`src/rtl/crom_arbiter_if.sv`:
```
// Requester-side bus of the CROM arbiter.
//   req    : per-requester read request, bit i = requester i
//   addr   : packed ROM addresses, requester i at [i*AW +: AW]
//   gnt    : one-hot (or zero) grant, same cycle as req
//   rvalid : one-hot return strobe, LAT cycles after the grant
//   rdata  : ROM data, broadcast to all requesters
// The master modport is the controller side; the slave modport is the arbiter side.
interface crom_arbiter_if #(
  parameter int NREQ = 4,
  parameter int AW   = 10,
  parameter int DW   = 32
);
  logic [NREQ-1:0]    req;
  logic [NREQ*AW-1:0] addr;
  logic [NREQ-1:0]    gnt;
  logic [NREQ-1:0]    rvalid;
  logic [DW-1:0]      rdata;

  modport master (output req, addr, input gnt, rvalid, rdata);
  modport slave  (input req, addr, output gnt, rvalid, rdata);
endinterface

```
`src/rtl/crom_arbiter.sv`:
```
// Round-robin arbiter sharing one single-port twiddle ROM between NREQ FFT
// controllers. One grant per cycle, combinational from req and the priority
// pointer; the one-hot grant is delayed LAT cycles to tag the returning data.
// Ports:
//   clk, rstn      : clock (rising edge), async active-low reset
//   bus            : requester bus (req/addr in, gnt/rvalid/rdata out)
//   rom_en         : ROM read enable (any request pending)
//   rom_addr       : address of the winning requester, 0 when idle
//   rom_data       : ROM read data, valid LAT cycles after rom_en
//   conflict_cnt   : saturating count of cycles with >=2 requests pending
module crom_arbiter #(
  parameter int NREQ = 4,
  parameter int AW   = 10,
  parameter int DW   = 32,
  parameter int LAT  = 1,
  parameter int CW   = 16
) (
  input  logic           clk,
  input  logic           rstn,
  crom_arbiter_if.slave  bus,
  output logic           rom_en,
  output logic [AW-1:0]  rom_addr,
  input  logic [DW-1:0]  rom_data,
  output logic [CW-1:0]  conflict_cnt
);
  localparam int PW = $clog2(NREQ);

  logic [PW-1:0]              ptr;
  logic [PW-1:0]              win;
  logic [PW-1:0]              idx;
  logic                       found;
  logic [NREQ-1:0]            gnt;
  logic                       multi;
  logic [LAT-1:0][NREQ-1:0]   vld_pipe;

  // Scan ptr, ptr+1, ... modulo NREQ; first pending request wins. The
  // explicit modulo keeps the wrap correct for non-power-of-2 NREQ.
  always_comb begin
    win   = ptr;
    idx   = '0;
    found = 1'b0;
    for (int k = 0; k < NREQ; k++) begin
      idx = PW'((int'(ptr) + k) % NREQ);
      if (!found && bus.req[idx]) begin
        found = 1'b1;
        win   = idx;
      end
    end
  end

  always_comb begin
    gnt      = '0;
    rom_addr = '0;
    if (found) gnt[win] = 1'b1;
    for (int i = 0; i < NREQ; i++)
      if (gnt[i]) rom_addr = bus.addr[i*AW +: AW];
  end

  assign rom_en     = found;
  assign bus.gnt    = gnt;
  assign bus.rvalid = vld_pipe[LAT-1];
  assign bus.rdata  = rom_data;
  assign multi      = $countones(bus.req) > 1;

  // Pointer moves just past the winner so it gets lowest priority next cycle.
  always_ff @(posedge clk or negedge rstn) begin
    if (!rstn)
      ptr <= '0;
    else if (found)
      ptr <= (win == PW'(NREQ-1)) ? '0 : win + 1'b1;
  end

  // Grant tags ride alongside the ROM read; reset drops in-flight returns.
  always_ff @(posedge clk or negedge rstn) begin
    if (!rstn) begin
      vld_pipe <= '0;
    end else begin
      vld_pipe[0] <= gnt;
      for (int k = 1; k < LAT; k++) vld_pipe[k] <= vld_pipe[k-1];
    end
  end

  always_ff @(posedge clk or negedge rstn) begin
    if (!rstn)
      conflict_cnt <= '0;
    else if (multi && conflict_cnt != '1)
      conflict_cnt <= conflict_cnt + 1'b1;
  end
endmodule
```
`src/flat_wrapper.sv`:
```
// flat-port wrapper written by rule: the top's interface ports become plain ports
module crom_arbiter_flat 
#(
  parameter int NREQ = 4,
  parameter int AW   = 10,
  parameter int DW   = 32,
  parameter int LAT  = 1,
  parameter int CW   = 16
)
  (clk, rstn, rom_en, rom_addr, rom_data, conflict_cnt, bus_req, bus_addr, bus_gnt, bus_rvalid, bus_rdata);
  crom_arbiter_if #(.NREQ(NREQ), .AW(AW), .DW(DW)) bus_i ();
  input  logic clk;
  input  logic rstn;
  output logic rom_en;
  output logic [AW-1:0] rom_addr;
  input  logic [DW-1:0] rom_data;
  output logic [CW-1:0] conflict_cnt;
  input wire logic [$bits(bus_i.req)-1:0] bus_req;
  input wire logic [$bits(bus_i.addr)-1:0] bus_addr;
  output wire logic [$bits(bus_i.gnt)-1:0] bus_gnt;
  output wire logic [$bits(bus_i.rvalid)-1:0] bus_rvalid;
  output wire logic [$bits(bus_i.rdata)-1:0] bus_rdata;
  assign bus_i.req = bus_req;
  assign bus_i.addr = bus_addr;
  assign bus_gnt = bus_i.gnt;
  assign bus_rvalid = bus_i.rvalid;
  assign bus_rdata = bus_i.rdata;
  crom_arbiter #(.NREQ(NREQ), .AW(AW), .DW(DW), .LAT(LAT), .CW(CW)) u_core (.clk(clk), .rstn(rstn), .bus(bus_i), .rom_en(rom_en), .rom_addr(rom_addr), .rom_data(rom_data), .conflict_cnt(conflict_cnt));
endmodule
```
`config.mk`:
```
export PLATFORM = sky130hd
export DESIGN_NAME = crom_arbiter_flat
export DESIGN_NICKNAME = d
export VERILOG_FILES = /design/src/rtl/crom_arbiter_if.sv /design/src/rtl/crom_arbiter.sv /design/src/flat_wrapper.sv
export SDC_FILE = /design/constraint.sdc
export NUM_CORES = 1
export LEC_CHECK = 0
export BUFFER_PORTS_ARGS = -buffer_cell sky130_fd_sc_hd__buf_2
export CAP_MARGIN = 20
export CORE_ASPECT_RATIO = 1.25
export CORE_MARGIN = 3
export CORE_UTILIZATION = 40
export CTS_CLUSTER_DIAMETER = 40
export DETAILED_ROUTE_END_ITERATION = 8
export GPL_ROUTABILITY_DRIVEN = 0
export PLACE_DENSITY = 0.84
export SLEW_MARGIN = 30
export SYNTH_ARGS = -nofsm -noshare
export SYNTH_HDL_FRONTEND = slang
export SYNTH_SLANG_ARGS = --single-unit
export TNS_END_PERCENT = 1
```
`constraint.sdc`:
```
create_clock -name clk -period 2.9 [get_ports clk]
set_clock_uncertainty 0.2 [all_clocks]
set_input_delay 0.58 -clock clk [delete_from_list [all_inputs] [get_ports clk]]
set_output_delay 0.58 -clock clk [all_outputs]
set_load 0.02 [all_outputs]
```
==> summary.txt <==
Route
  • Drt wl/cell: 15.7 um
  • Routed vias/inst: 5.24
  • Vias: 1787
  • Post-Route WL: around 5400 um
  • ANT nets after route: 0
  • Detailed-route DRC error count: 0
  • DRT Pass-1 Iters: 4
  • DR iter-0 viols: slightly below 100

Global routing
  • Grt ovf: 0
  • First-pass GRT wire length: approximately 7900 um
  • Number of global-route vias before repair: 1777
  • Initial antenna violation count: 0
  • Total GRT Usage: a little under a fifth
  • Largest net degree at the start of global routing: 23

Clock tree
  • TritonCTS sink count: 22
  • Hold buffer count at cts: 0
  • Htree depth: 1
  • Clk_lat worst skew: approximately 0.26 ns
  • Longest Clk Path Bufs: 2
  • CTS tree: yes
  • CTS root buffer: clkbuf_8
  • Clk pin slew, worst setup/hold paths: 0.08 ns
  • Inserted Clock Buffers: 3

STA
  • Max_slew headroom: a little over half
  • Clock period minus worst slack: 2.99 ns
  • Fin. Hold Viols: 0
  • Final setup violation count: 10
  • Peak Freq: between 0.3 and 0.4 GHz
  • Slew Limit Fails: 0
  • RSZ-0062 raised after global routing: true
  • Tcrit/Tclk final: 103%
  • Worst Tran Pin Value: 0.705 ns
  • Final worst setup slack: -0.0914 ns

Setup path
  • CP endpoint kind: primary output
  • Element type at the critical path start: flip-flop
  • CP Cell Sequence: nor2b_4, o21ai_1, o21a_1, o21a_2, ha_4, clkbuf_16, o21ai_2, o21ai_1, a21oi_1, buf_4
  • WP depth: 10
  • CP Max Fanout: 5
  • Arrival @ worst endpoint: about 2.2 ns
  • Largest delay share family, worst path: compound AO/OA/AOI/OAI gates
  • Crit-path slowest cell: dfrtp_2
  • Critical Path RT: 2.12 ns
  • Top cell by count, worst path: o21ai_1
  • Bufs and invs on worst path: 2
  • R2R cell count: 5
  • Slowest stage delay, CP: approximately 0.46 ns
  • Crit Path Class: flip-flop to primary output

Place
  • Worst slack, placed: -0.208 ns
  • Port Buffers: 80
  • Dpl hpwl: around 3800 um

Floorplanning
  • Die W: around 66 um
  • Initial Util: 43.2%
  • Core region area: 4230 um^2
  • Die Y-Extent: between 80 and 90 um
  • # rows: 26
  • Num ports: around 150
  • Total Die Area: roughly 5400 um^2

Logic synthesis
  • Cell taking the most area after synthesis: dfrtp_1
  • Distinct cells, synth: 33
  • Top cell type's share of synthesized area: a little under a third
  • Seq/Total Area, Yosys: between 30% and 40%
  • FF+latch count, synth: 22
  • Post-synthesis cell count: 228
  • Syn Nets: between 300 and 400
  • Ys Warns: 0
  • Top post-synthesis cells by area: dfrtp_1, buf_4, nand2_1, o21ai_0, xor2_1
  • Syn avg cell area: between 8 and 9 um^2
  • Synthesized area: approximately 1800 um^2

Pwr
  • Leakage power: between 1 and 1.5 nW
  • Power Total: ~2.1 mW
  • Peak supply drop: 0.553 mV
  • P per Cell Area: between 800 and 900 nW/um^2

Finish
  • Share of cells above drive strength 1: 48.1%
  • Ant. Diodes: 0
  • Layout Nets: 372
  • Area delta synth->final: 34.8%

Worst hold path
  • Worst Hold Class: input pin to async pin

Outcome
  • Failing checks: setup timing
  • Run status: finished, violations left

Flow run
  • Max-cap viol count: 0
-- path summary, 6_finish.rpt --
kind	startpoint	endpoint	slack, ns
max	u_core.ptr[1]	rom_addr[0]	-0.09
min	rstn	u_core.conflict_cnt[14]	0.07
max reg2reg	u_core.conflict_cnt[0]	u_core.conflict_cnt[1]	0.88
min reg2reg	u_core.conflict_cnt[15]	u_core.conflict_cnt[15]	0.29
max in group asynchronous	rstn	u_core.ptr[1]	2.08
min in group clk	u_core.conflict_cnt[15]	u_core.conflict_cnt[15]	0.29
-- report_power, final --
| group | leakage [nW] | switching (mW) | internal (mW) |
|---|---|---|---|
| clock | 0.0288 | 0.100 | 0.121 |
| combinational | 0.933 | 0.766 | 0.640 |
| sequential | 0.275 | 0.109 | 0.392 |
-- cell usage after synthesis --
cell,count
nand2_1,36
buf_4,32
o21ai_0,23
a21oi_1,22
dfrtp_1,22
inv_1,16
xor2_1,13
clkbuf_1,8
ha_1,7
nor3_1,7
nor2b_1,5
nand4_1,4
mux2_2,3
nor2_1,3
nor4b_1,3
and2_1,2
nor3b_1,2
nor4_1,2
nor4_2,2
o21a_1,2
xnor2_1,2
and2b_1,1
and4_2,1
fa_1,1
nand2b_1,1
nand3_1,1
nand3_2,1
nand4_2,1
nor4_4,1
o221ai_1,1
o22ai_1,1
or2_2,1
or4_4,1
-- cells by family after synthesis --
family	synth area share [%]
buffers and inverters	18.1
multiplexers	1.85
flip-flops	30.1
XOR/XNOR	7.19
adder cells (fa/ha/maj)	5.89
AND/OR/NAND/NOR	22.9
AO/OA/AOI/OAI	14.0
-- timing repair --
| item | 4_1_cts | 5_1_grt |
|---|---|---|
| buffers inserted | 1 | 1 |
| cloned | 0 | 3 |
| setup endpoints to repair | 11 | 15 |
| endpoints found under the hold margin | 0 | 0 |
| resized for setup | 29 | 36 |
| pin swaps | 2 | 14 |
-- flip-flops by register name, summed over array words and instances (netlist names) --
register             cells
u_core.bus.rvalid        4
u_core.conflict_cnt     16
u_core.ptr               2
-- placed cells by master (no fill, tap or decap), types with 3 or more instances in the layout --
| cell | synthesis | layout |
|---|---|---|
| a21oi_1 | 22 | 14 |
| nor3_1 | 7 | 6 |
| mux2_2 | 3 | 3 |
| buf_4 | 32 | 15 |
| nor4_2 | 2 | 4 |
| nor2_1 | 3 | 3 |
| nand2_1 | 36 | 33 |
| o21ai_1 | 0 | 16 |
| xor2_1 | 13 | 13 |
| buf_12 | 0 | 4 |
| ha_1 | 7 | 3 |
| clkbuf_8 | 0 | 4 |
| nor2b_1 | 5 | 3 |
| buf_2 | 0 | 69 |
| inv_1 | 16 | 15 |
| a21oi_2 | 0 | 7 |
| buf_6 | 0 | 3 |
| o21ai_0 | 23 | 4 |
| nand4_1 | 4 | 4 |
| dfrtp_1 | 22 | 21 |
-- worst reg2reg max path: cells and delay by family, from the launching register on --
family | cells | cell delay, ns
adders and majority gates | 1 | 0.22
DFF | 1 | 0.44
muxes | 1 | 0.30
and+or+nand+nor | 3 | 0.77
-- layout make-up --
type | count | area, um^2
flip-flops and latches | 22 | 552
well taps | 56 | 70.1
inverters | 16 | 60.1
clock buffers | 4 | 55.1
repair buffers | 93 | 622
fillers | 398 | 1770
multi-input cells | 150 | 1100
-- metrics by stage --
stage	std cells	instance area, um^2	util, %	hold WS [ns]	setup TNS, ns
after detailed placement	332	2150	50.8	0.296	-2.01
after floorplan	228	1830	-	0.0844	-0.0890
after CTS	337	2260	53.4	0.0899	-0.216
final	341	2460	58.3	0.0675	-0.650
after global routing	341	2460	58.3	0.110	-1.70
after global placement	332	2150	50.8	0.280	-1.21
-- routing by layer --
layer  up-vias  global-route usage (%)  part of all wire, %
met4         0                    9.55                  3.1
met1       826                    19.7                   36
met5         -                       0                    0
met2        94                    32.4                   50
li1        846                       -                    -
met3        21                    5.88                   11
Note: power is estimated with default switching activity, not from simulation.
